===== src/rtl/plab5_mcore_dma_cmd_queue.sv =====
// Command queue in front of a single-outstanding DMA controller: buffers core copy
// commands in a FIFO, holds one debug request, and returns one completion per operation.
module plab5_mcore_dma_cmd_queue #(
  parameter int p_addr_nbits  = 32,
  parameter int p_data_nbits  = 32,
  parameter int p_tag_nbits   = 4,
  parameter int p_num_entries = 4,
  parameter int p_timeout     = 255
) (
  input  logic                    clk,
  input  logic                    reset,
  input  logic                    cmd_val,
  output logic                    cmd_rdy,
  input  logic [p_addr_nbits-1:0] cmd_src_addr,
  input  logic [p_addr_nbits-1:0] cmd_dest_addr,
  input  logic [p_tag_nbits-1:0]  cmd_tag,
  input  logic                    db_val,
  output logic                    db_rdy,
  input  logic [p_addr_nbits-1:0] db_src_addr,
  input  logic [p_addr_nbits-1:0] db_dest_addr,
  input  logic                    db_inst,
  output logic                    dma_val,
  output logic                    dma_db_val,
  input  logic                    dma_rdy,
  output logic [p_addr_nbits-1:0] dma_src_addr,
  output logic [p_addr_nbits-1:0] dma_dest_addr,
  output logic [p_addr_nbits-1:0] dma_db_src_addr,
  output logic [p_addr_nbits-1:0] dma_db_dest_addr,
  output logic                    dma_db_inst,
  input  logic                    dma_ack,
  input  logic [p_data_nbits-1:0] dma_debug_data,
  output logic                    done_val,
  input  logic                    done_rdy,
  output logic [p_tag_nbits-1:0]  done_tag,
  output logic                    done_debug,
  output logic                    done_err,
  output logic [p_data_nbits-1:0] done_data
);

  // state    | meaning
  // IDLE     | nothing in flight; pick debug slot first, else FIFO head
  // ISSUE    | presenting selected request to the DMA until dma_rdy
  // WAIT_ACK | one operation outstanding; counting cycles toward timeout
  // RESP     | completion presented until done_rdy
  typedef enum logic [1:0] {IDLE, ISSUE, WAIT_ACK, RESP} state_t;

  localparam int PW = (p_num_entries > 1) ? $clog2(p_num_entries) : 1;
  localparam int CW = PW + 1;
  localparam int TW = (p_timeout > 1) ? $clog2(p_timeout + 1) : 1;
  localparam logic [CW-1:0] NUM   = CW'(p_num_entries);
  localparam logic [TW-1:0] TLAST = TW'(p_timeout - 1);

  state_t state, state_nxt;

  logic [p_addr_nbits-1:0] q_src  [p_num_entries];
  logic [p_addr_nbits-1:0] q_dest [p_num_entries];
  logic [p_tag_nbits-1:0]  q_tag  [p_num_entries];
  logic [PW-1:0] wr_ptr, rd_ptr;
  logic [CW-1:0] count;
  logic          rdy_en;

  logic                    db_full, db_inst_q;
  logic [p_addr_nbits-1:0] db_src_q, db_dest_q;

  logic                    cur_debug, cur_inst;
  logic [p_addr_nbits-1:0] cur_src, cur_dest;
  logic [p_tag_nbits-1:0]  cur_tag;
  logic [TW-1:0]           timer;
  logic                    err_q;
  logic [p_data_nbits-1:0] data_q;

  logic enq, deq, db_cap, db_clr, issue_hs;

  // rdy_en keeps both ready outputs low through reset and the first edge after it
  assign cmd_rdy  = rdy_en && (count < NUM);
  assign db_rdy   = rdy_en && !db_full;
  assign enq      = cmd_val && cmd_rdy;
  assign db_cap   = db_val && db_rdy;
  assign issue_hs = (state == ISSUE) && dma_rdy;
  assign deq      = issue_hs && !cur_debug;
  assign db_clr   = issue_hs && cur_debug;

  always_comb begin
    state_nxt = state;
    case (state)
      IDLE:     if (db_full || count != '0) state_nxt = ISSUE;
      ISSUE:    if (dma_rdy) state_nxt = WAIT_ACK;
      WAIT_ACK: if (dma_ack || timer == TLAST) state_nxt = RESP;
      RESP:     if (done_rdy) state_nxt = IDLE;
      default:  state_nxt = IDLE;
    endcase
  end

  always_ff @(posedge clk or negedge reset) begin
    if (!reset) state <= IDLE;
    else        state <= state_nxt;
  end

  assign dma_val          = (state == ISSUE) && !cur_debug;
  assign dma_db_val       = (state == ISSUE) && cur_debug;
  assign dma_src_addr     = dma_val    ? cur_src  : '0;
  assign dma_dest_addr    = dma_val    ? cur_dest : '0;
  assign dma_db_src_addr  = dma_db_val ? cur_src  : '0;
  assign dma_db_dest_addr = dma_db_val ? cur_dest : '0;
  assign dma_db_inst      = dma_db_val && cur_inst;
  assign done_val         = (state == RESP);
  assign done_tag         = done_val ? cur_tag : '0;
  assign done_debug       = done_val && cur_debug;
  assign done_err         = done_val && err_q;
  assign done_data        = done_val ? data_q : '0;

  always_ff @(posedge clk) begin
    if (enq) begin
      q_src[wr_ptr]  <= cmd_src_addr;
      q_dest[wr_ptr] <= cmd_dest_addr;
      q_tag[wr_ptr]  <= cmd_tag;
    end
  end

  always_ff @(posedge clk or negedge reset) begin
    if (!reset) begin
      rdy_en    <= 1'b0;
      wr_ptr    <= '0;
      rd_ptr    <= '0;
      count     <= '0;
      db_full   <= 1'b0;
      db_inst_q <= 1'b0;
      db_src_q  <= '0;
      db_dest_q <= '0;
    end else begin
      rdy_en <= 1'b1;
      if (enq) wr_ptr <= wr_ptr + PW'(1);
      if (deq) rd_ptr <= rd_ptr + PW'(1);
      if (enq && !deq)      count <= count + CW'(1);
      else if (!enq && deq) count <= count - CW'(1);
      if (db_cap) begin
        db_full   <= 1'b1;
        db_src_q  <= db_src_addr;
        db_dest_q <= db_dest_addr;
        db_inst_q <= db_inst;
      end else if (db_clr) begin
        db_full <= 1'b0;
      end
    end
  end

  // Selection is latched in IDLE; the FIFO head stays put until the ISSUE handshake pops it
  always_ff @(posedge clk or negedge reset) begin
    if (!reset) begin
      cur_debug <= 1'b0;
      cur_inst  <= 1'b0;
      cur_src   <= '0;
      cur_dest  <= '0;
      cur_tag   <= '0;
      timer     <= '0;
      err_q     <= 1'b0;
      data_q    <= '0;
    end else begin
      if (state == IDLE) begin
        if (db_full) begin
          cur_debug <= 1'b1;
          cur_inst  <= db_inst_q;
          cur_src   <= db_src_q;
          cur_dest  <= db_dest_q;
          cur_tag   <= '0;
        end else if (count != '0) begin
          cur_debug <= 1'b0;
          cur_inst  <= 1'b0;
          cur_src   <= q_src[rd_ptr];
          cur_dest  <= q_dest[rd_ptr];
          cur_tag   <= q_tag[rd_ptr];
        end
      end
      if (state == WAIT_ACK) timer <= timer + TW'(1);
      else                   timer <= '0;
      if (state == WAIT_ACK) begin
        if (dma_ack) begin
          err_q  <= 1'b0;
          data_q <= (cur_debug && cur_inst) ? dma_debug_data : '0;
        end else if (timer == TLAST) begin
          err_q  <= 1'b1;
          data_q <= '0;
        end
      end
    end
  end

endmodule


===== config.mk =====
export PLATFORM = sky130hd
export DESIGN_NAME = plab5_mcore_dma_cmd_queue
export DESIGN_NICKNAME = d
export VERILOG_FILES = /design/src/rtl/plab5_mcore_dma_cmd_queue.sv
export SDC_FILE = /design/constraint.sdc
export NUM_CORES = 1
export LEC_CHECK = 0
export BUFFER_PORTS_ARGS = -buffer_cell sky130_fd_sc_hd__clkbuf_2
export CORE_MARGIN = 3
export CORE_UTILIZATION = 53
export CTS_CLUSTER_SIZE = 8
export DETAILED_ROUTE_END_ITERATION = 8
export GPL_TIMING_DRIVEN = 0
export MAX_ROUTING_LAYER = met4
export PLACE_DENSITY = 0.77
export SLEW_MARGIN = 30
export SYNTH_ARGS = -nofsm -noshare
export SYNTH_HDL_FRONTEND = slang
export SYNTH_SLANG_ARGS = --single-unit

===== constraint.sdc =====
create_clock -name clk -period 6 [get_ports clk]
set_clock_uncertainty 0.1 [all_clocks]
set_input_delay 0.9 -clock clk [delete_from_list [all_inputs] [get_ports clk]]
set_output_delay 0.9 -clock clk [all_outputs]
set_load 0.01 [all_outputs]

==> metrics.yaml, run 1 <==
die_height_um: 194
cts_resized: 0
gp_congestion: 0.890
postRouteAntennaNets: 0
grt_max_degree: 77
final_hold_viol_count: 0
hold_class: "input pin to asynchronous set/reset pin"
fp.dieArea_sq_um: 37700
ys_types: 35
viasPerCell: 5.55
ios: 344
leakage_nw: 9.92
critical_path_class: "flop to output port"
worst-endpoint-arrival_ps: 3590
tns_ps: 0
cp_data_required_time_ps: 5000
power.total_mw: 11.5
initial_utilization_pct: 54.0
tightest_slew_ps: 943
avgRoutedWirePerCell_um: 21.9
drtPass1Iterations: 7
grt_pass1_vias: 12200
yosys_warnings: 0
dp.final_hpwl_um: 30500
worst-path-max-fanout: 10
cts_made_buffers: 67
synth_seq_area_share_pct: 68.5
clk_pin_slew_ps: 50
rows: 68
antenna_found_initial: 8
layout_commonest_cell: "clkbuf_2"
fin_crit_ps: 4590
core-area_sq_um: 34700
stdcell_area_sq_um: 23200
cts_buffer_depth: 3
grt_pass1_wl_um: 70400
syn_inst: 1153
fmax_mhz: 218
startpoint_type: "flop"
status: "complete, no violations"
root_buffer: "clkbuf_16"
max-vdd-ir-drop_mv: 0.349
portBuffers: 343
setup_violations: 0
ys_ff_latch: 459
cts_setup_buffers: 0
n_fill_cell: 2394
rsz0062_at_grt: "false"
post-route-period-util_pct: 76.4
maxCapViolations: 0
synth-async-reset-ratio_pct: 40.7
cts_tree: "built"
p_per_area_nw_per_um2: 497
cp-end-kind: "output port"
dpl-instance-area_sq_um: 21200
rr_worst_depth: 9
synth_ff_type: "edfxtp_1"
dr_total_vias: 11600
htree_levels: 3
overflow: 0
syn_area_per_cell_sq_um: 16.3
grt.total_usage_pct: 25.0
netlist_area_sq_um: 18800
die_w_um: 194
wl_um: 45600
drc: 0
cts_sinks: 459
drtIter0Drc: 627
final_cells: 2085
fin_nets: 1756
placed_cells: 1957
syn2layout_area_growth_pct: 23.8
drive_gt1_share_pct: 33.2
final_cell_mix: "clkbuf_2 (343), edfxtp_1 (272), dfrtp_1 (187)"
drv_slew: 0
syn_nets: 1338
clock_latency_ps: 560
ctsHoldBuffers: 0
slew_headroom_pct: 37.2
synth_edf_count: 272
## metal layers
layer / wire length (um) / track usage [%]
met3: 3080 / 5.63
met5: 0 / -
met1: 18700 / 32.4
met4: 1760 / 10.3
met2: 22100 / 38.8
## worst paths after layout
path	from	to	slack, ps
worst max-delay path	state[1]$_DFFE_PN0P_	dma_dest_addr[0]	1410
worst min-delay path	reset	data_q[8]$_DFFE_PN0P_	170
worst max register to register	state[1]$_DFFE_PN0P_	count[1]$_DFFE_PN0P_	2350
worst min register to register	data_q[2]$_DFFE_PN0P_	data_q[2]$_DFFE_PN0P_	390
max in group asynchronous	reset	cur_dest[10]$_DFFE_PN0P_	4870
min in group clk	data_q[2]$_DFFE_PN0P_	data_q[2]$_DFFE_PN0P_	390
## area by class of cell
cell class / count / area, sq um / share of cell area, %
Sequential cell: 459 / 12800 / 55.3
Tap cell: 455 / 569 / 2.45
Antenna cell: 8 / 20.0 / 0.0862
Timing Repair Buffer: 349 / 1880 / 8.08
Clock buffer: 113 / 1870 / 8.05
Multi-Input combinational cell: 609 / 5470 / 23.6
Buffer: 78 / 432 / 1.86
Clock inverter: 7 / 114 / 0.490
Inverter: 7 / 26.3 / 0.113
## power by group
group	switching [mW]	internal [mW]	total (mW)	leakage, nW
clock network	1.33	2.13	3.46	0.944
registers	0.429	4.09	4.52	4.72
logic	1.98	1.58	3.56	4.26
total	3.74	7.80	11.5	9.92
## flip-flops by register name, summed over array words and instances, names as in the netlist, 16 cells and up
register,count
cur_dest,32
q_dest,128
q_tag,16
cur_src,32
q_src,128
db_dest_q,32
data_q,32
db_src_q,32
## metrics by stage
stage          util, %  setup slack (ps)  hold WS, ps
6_report          66.9              1410          166
4_1_cts           66.8              1300          167
3_3_place_gp      60.6               272          373
5_1_grt           66.9              1210          188
2_1_floorplan        -              2930          346
3_5_place_dp      61.1              1890          374
## worst max-delay path: stages (launching register included)
cell	delay (ps)
dfrtp_1	400
inv_1	120
ha_1	230
nor2b_1	670
clkbuf_1	770
clkbuf_1	460
and2_1	220
clkbuf_2	140
## cell families after synthesis
family,synth area share [%]
DFF,68.5
xor gates and xnor gates,0.560
and+or+nand+nor,8.27
AOI/OAI and AO/OA,3.70
muxes,15.6
adders and majority gates,0.907
buffers and inverters,2.44
other,0.0200
## cell usage after synthesis, drive strengths merged, types with 2 or more instances
library cell	n	area, sq um
mux2i	64	641
inv	7	26.3
buf	37	277
o21ai	2	13.8
a21oi	67	335
and3	70	438
clkbuf	41	154
edfxtp	272	8170
nand3	5	25.0
dfrtp	187	4680
ha	12	150
and2	110	688
mux2	67	754
and4	3	26.3
nor2	66	248
nand2	12	45.0
mux4	68	1530
a22o	36	315
xor2	3	26.3
xnor2	9	78.8
nor2b	7	46.3
Power figures use the tool's default switching activity.
==> run 2, diff against run 1 <==
Settings changed: CORE_UTILIZATION 53 to 50, PLACE_DENSITY 0.77 to 0.76.
Clock period 6 ns to 3.7 ns, I/O delays scaled along.
==> run 2 against run 1 <==
Routed wire length is 2.9% higher. Cell count is 0.48% higher. Flip-flop and latch count stayed put. Sequential share of layout area is 0.13 points lower. Largest cell class unchanged.
==> metrics.yaml, run 2 (synthesis gave the netlist of run 1 again) <==
dpl-instance-area_sq_um: 21300  # +0.33%
die_height_um: 200  # +2.9%
maxCapViolations: 0  # unchanged
drive_gt1_share_pct: 33.3  # +0.16 points
dr_total_vias: 11500  # -1.0%
cts_tree: "built"
post-route-period-util_pct: 94.3
cts_setup_buffers: 0  # unchanged
drc: 0  # unchanged
p_per_area_nw_per_um2: 806  # +62%
worstReg2RegStart: "state[1]$_DFFE_PN0P_"
ios: 344  # unchanged
fmax_mhz: 287
antenna_found_initial: 4  # -4
core-area_sq_um: 36800  # +6.0%
reg_top3: "q_dest: 128 flops, q_src: 128 flops"
cts_made_buffers: 67  # unchanged
cp_data_required_time_ps: 3040  # -1960 ps
hold_class: "input pin to flop"
cts_sinks: 459  # unchanged
fp.dieArea_sq_um: 39900  # +5.8%
p_seq_share_pct: 38.9  # -0.3 points
drv_slew: 0  # unchanged
dp.final_hpwl_um: 31600  # +3.6%
fin_nets: 1759  # +0.17%
grt.total_usage_pct: 24.5  # -0.49 points
setup_violations: 0  # unchanged
syn2layout_area_growth_pct: 24.1
viasPerCell: 5.47  # -1.5%
clock_latency_ps: 550  # about the same
overflow: 0  # unchanged
max-vdd-ir-drop_mv: 0.423  # +21%
holdPathEnd: "db_src_q[1]$_DFFE_PN0P_"
clkPwrFrac_pct: 30.0  # about the same
rr_worst_depth: 9  # unchanged
drtPass1Iterations: 5  # -2
cp-end-kind: "output port"
status: "complete, no violations"
layout_commonest_cell: "clkbuf_2"
slew_headroom_pct: 41.0  # +3.8 points
fin_hold_ws_ps: 109  # -57.1 ps
r2r-end: "count[1]$_DFFE_PN0P_"
rows: 70  # +2.9%
grt_pass1_vias: 12000  # -2.0%
p_comb_share_pct: 31.1  # +0.3 points
wl_um: 47000  # +2.9%
switching_power_mw: 6.02  # +61%
tightest_slew_ps: 885  # -57.2 ps
cts_buffer_depth: 3  # unchanged
power.total_mw: 18.8  # +63%
leakage_nw: 9.96  # +0.32%
grt_max_degree: 51  # -34%
rsz0062_at_grt: "false"
p_int_mw: 12.7  # +63%
gp_congestion: 0.820  # -7.9%
drtIter0Drc: 669  # +6.7%
portBuffers: 343  # unchanged
hold_depth: 2
stdcell_area_sq_um: 23300  # +0.24%
worst-endpoint-arrival_ps: 2830  # -760 ps
final_cell_mix: "clkbuf_2 (346), edfxtp_1 (272), dfrtp_1 (187)"
worst-path-max-fanout: 10  # unchanged
root_buffer: "clkbuf_16"
holdCritStartpoint: "db_src_addr[1]"
critical_path_class: "flop to output port"
sw_frac_of_total_pct: 32.1  # -0.31 points
startpoint_type: "flop"
die_w_um: 200  # +2.9%
htree_levels: 3  # unchanged
clk_pin_slew_ps: 50  # about the same
fin_crit_ps: 3490
initial_utilization_pct: 51.0  # -3.0 points
worst_slack_ps: 212  # -1200 ps
postRouteAntennaNets: 0  # unchanged
final_hold_viol_count: 0  # unchanged
post-place-ws_ps: 183  # -1710 ps
reg2reg_slack_ps: 800  # -1550 ps
avgRoutedWirePerCell_um: 22.4  # +2.4%
grt_pass1_wl_um: 70500  # +0.14%
[run 2: metal layers]
| metal | share of wire (%) | global-route usage, % | up-vias |
|---|---|---|---|
| li1 | - | - | 5179 |
| met2 | 49 | 40.0 | 387 |
| met1 | 41 | 30.9 | 5826 |
| met4 | 2.2 | 7.31 | 0 |
| met3 | 7.1 | 5.85 | 71 |
| met5 | 0 | - | - |
[run 2: how the worst max path moves through the flow]
stage | start | endpoint | slack [ps]
6_report | state[1]$_DFFE_PN0P_ | dma_dest_addr[12] | 210
5_1_grt | state[1]$_DFFE_PN0P_ | dma_dest_addr[12] | 50
4_1_cts | state[1]$_DFFE_PN0P_ | dma_src_addr[23] | 70
3_5_place_dp | state[1]$_DFFE_PN0P_ | dma_src_addr[23] | 180
3_3_place_gp | reset | db_dest_q[13]$_DFFE_PN0P_ | -1730
2_1_floorplan | count[2]$_DFFE_PN0P_ | q_dest[0][0]$_DFFE_PP_ | 730
[run 2: timing repair]
action	in CTS	in global routing
endpoints found under the hold margin	47	0
pin swaps	0	0
gates resized for setup	2	4
setup endpoints to repair	33	18
hold buffers	1	0
[run 2: through the flow]
step | std cells | TNS, ps | utilization, %
after floorplan | 1153 | 0 | -
after global placement | 1964 | -494870 | 57.2
after detailed placement | 1972 | 0 | 57.9
after CTS | 2091 | 0 | 63.2
after global routing | 2095 | 0 | 63.3
final | 2095 | 0 | 63.3
[run 2: power by group through the flow]
| stage | registers, mW | clock network [mW] | logic, mW |
|---|---|---|---|
| after detailed placement | 7.37 | 0 | 5.88 |
| final | 7.30 | 5.63 | 5.84 |
| after global placement | 7.33 | 0 | 5.65 |
| after global routing | 7.42 | 6.00 | 6.39 |
| after CTS | 7.29 | 5.73 | 5.93 |
| after floorplan | 7.13 | 0 | 3.95 |
[run 2: final cells by class]
cell class	count	area (sq um)
timing repair buffer	352	1940
buffer	78	435
sequential	459	12800
clock inverter	2	15.0
inverter	7	26.3
multi-input combinational	609	5470
clock buffer	116	1950
tap	468	586
fill	2705	13500
antenna	4	10.0
[run 2: worst max-delay path, stage by stage (launching register included)]
cell and delay (ps):
dfrtp_1 410, inv_1 120, ha_1 220, nor2b_2 390, clkbuf_2 420, clkbuf_1 360, and2_1 210, clkbuf_2 160
==> run 3, diff against run 2 <==
Settings changed: ABC_AREA set to 1, CORE_UTILIZATION 50 to 51, PLACE_DENSITY 0.76 to 0.77.
==> run 3 against run 2 <==
Die area up 1.4%. Clock power up 2%. Maximum frequency down 0.23%. Cell area up 4.3%. Synthesized cell count up 74%. Hold slack worse by 8.7 ps. Critical path depth unchanged. Sequential share of layout area down 2.3 points. Critical endpoint is now dma_db_dest_addr[17]. Largest cell class unchanged. Largest power group unchanged. Highest routed layer unchanged.
==> metrics.yaml, run 3 <==
dr_total_vias: 15800  # +38%
fin_crit_ps: 3500  # +7.94 ps
root_buffer: "clkbuf_16"
avgRoutedWirePerCell_um: 18.6  # -17%
synth_edf_count: 272  # unchanged
drtPass1Iterations: 6  # +1
syn_nets: 2186  # +63%
drv_slew: 0  # unchanged
max-vdd-ir-drop_mv: 0.376  # -11%
wl_met1_um: 21800  # +12%
clk_pin_slew_ps: 50  # about the same
fin_hold_ws_ps: 100  # -8.70 ps
post-route-util_pct: 65.5  # +2.2 points
fin_nets: 2616  # +49%
ys_types: 26  # -26%
synth_ff_type: "edfxtp_1"
worst-endpoint-arrival_ps: 2840  # about the same
core-area_sq_um: 37000  # +0.71%
dr_wl_met2_um: 26900  # +16%
top_layer: "met4"
ios: 344  # unchanged
synth_common_cells: "nand2_1 (496), nor2_1 (406), edfxtp_1 (272)"
cts_made_buffers: 67  # unchanged
final_cell_mix: "nand2_1 (496), nor2_1 (402), clkbuf_2 (342)"
drtIter0Drc: 1560  # +130%
cts_sinks: 459  # unchanged
grt_pass1_wl_um: 85500  # +21%
final_cells: 2999  # +43%
yosys_warnings: 0  # unchanged
synth_top_area_share_pct: 42.1  # -1.4 points
setup_violations: 0  # unchanged
maxCapViolations: 0  # unchanged
status: "complete, no violations"
grt_max_degree: 77  # +51%
die_w_um: 201  # +0.68%
final_hold_viol_count: 0  # unchanged
cts_buffer_depth: 3  # unchanged
critical_path_class: "flop to output port"
worst-path-max-fanout: 10  # unchanged
viasPerCell: 5.28  # -3.5%
tns_ps: 0  # unchanged
rows: 70  # unchanged
yosysTopAreaCell: "edfxtp_1"
post-route-period-util_pct: 94.5  # +0.21 points
layout_commonest_cell: "nand2_1"
reg_top3: "q_dest: 128 flops, q_src: 128 flops"
synth-async-reset-ratio_pct: 40.7  # unchanged
slew_headroom_pct: 53.5  # +13 points
cts_tree: "built"
dpl-instance-area_sq_um: 22200  # +4.4%
ys_ff_latch: 459  # unchanged
die_height_um: 201  # +0.68%
gp_congestion: 0.858  # +4.6%
clock_latency_ps: 560  # about the same
dp.final_hpwl_um: 38300  # +21%
synth.area.top_cells: "edfxtp_1 (42%), dfrtp_1 (24%), nand2_1 (9.6%)"
syn_area_per_cell_sq_um: 9.69  # -40%
grt_pass1_vias: 15700  # +31%
wl_um: 55900  # +19%
postRouteAntennaNets: 0  # unchanged
drive_gt1_share_pct: 20.5  # -13 points
rsz0062_at_grt: "false"
netlist_area_sq_um: 19400  # +3.4%
leakage_nw: 11.3  # +13%
fmax_mhz: 286  # -0.23%
startpoint_type: "flop"
fp.dieArea_sq_um: 40400  # +1.4%
cp_data_required_time_ps: 3040  # about the same
placed_cells: 2865  # +45%
stdcell_area_sq_um: 24300  # +4.3%
synth_most_common_cell: "nand2_1"
portBuffers: 343  # unchanged
tightest_slew_ps: 697  # -188 ps
met3WireLength_um: 5060  # +53%
overflow: 0  # unchanged
drc: 0  # unchanged
initial_utilization_pct: 52.4  # +1.4 points
synth_seq_area_share_pct: 66.2  # -2.3 points
syn_inst: 2001  # +74%
htree_levels: 3  # unchanged
cp-end-kind: "output port"
hold_class: "input pin to flop"
antenna_found_initial: 10  # +6
cts_setup_buffers: 0  # unchanged
grt.total_usage_pct: 27.9  # +3.4 points
p_per_area_nw_per_um2: 795  # -1.3%
syn2layout_area_growth_pct: 25.1
==> run 3: timing repair <==
item                      CTS  global route
hold buffers                1             0
resized for setup           0             0
hold endpoints to repair   49             0
==> run 3: worst max-delay path, cell delays in order, from the launching register on <==
cell and delay (ps):
dfrtp_1 410, inv_1 110, ha_1 220, nand2_1 370
buf_2 530, buf_1 400, nor2_1 90, clkbuf_2 140
==> run 3: final timing paths <==
| check | start | end | slack (ps) | depth (start not counted) |
|---|---|---|---|---|
| max in group asynchronous | reset | db_dest_q[7]$_DFFE_PN0P_ | 2290 | 3 |
| hold / removal | cmd_dest_addr[19] | q_dest[3][19]$_DFFE_PP_ | 100 | 1 |
| setup / recovery | state[1]$_DFFE_PN0P_ | dma_db_dest_addr[17] | 200 | 7 |
| hold reg to reg | db_src_q[30]$_DFFE_PN0P_ | db_src_q[30]$_DFFE_PN0P_ | 370 | 2 |
| setup reg to reg | state[1]$_DFFE_PN0P_ | count[1]$_DFFE_PN0P_ | 1060 | 9 |
| min in group asynchronous | reset | data_q[2]$_DFFE_PN0P_ | 440 | 2 |
==> run 3: cell families after synthesis <==
kind of cell,Yosys count,share of synthesized area [%]
simple gates,1043,21.1
mux,1,0.0581
compound gates,194,5.01
buf+inv,286,6.48
other cells,1,0.0193
xor+xnor,4,0.181
flops,459,66.2
fa+ha+maj,13,0.877
==> run 3: where the power goes <==
part | internal, mW | switching [mW]
Combinational | 2.07 | 4.25
Sequential | 6.62 | 0.609
Clock | 3.56 | 2.20
==> run 3: routing by layer <==
metal	GRT usage [%]	up-vias
li1	-	7303
met1	34.4	7582
met2	44.3	809
met3	6.10	138
met4	13.0	0
met5	-	-
==> run 3: final cells by class <==
| cell class | count | area (sq um) |
|---|---|---|
| Timing Repair Buffer | 361 | 2180 |
| Antenna cell | 12 | 30.0 |
| Clock inverter | 4 | 57.6 |
| Buffer | 109 | 592 |
| Sequential cell | 459 | 12800 |
| Clock buffer | 117 | 1950 |
| Tap cell | 504 | 631 |
| Inverter | 177 | 664 |
| Fill cell | 2787 | 12800 |
| Multi-Input combinational cell | 1256 | 5320 |
==> run 3: per-stage QoR <==
| stage | setup slack (ps) | power [mW] |
|---|---|---|
| finish | 204 | 19.3 |
| global route | 97.9 | 20.4 |
| CTS | 221 | 19.3 |
| detailed placement | 861 | 13.5 |
| global placement | -3030 | 13.2 |
| floorplan | -552 | 11.2 |
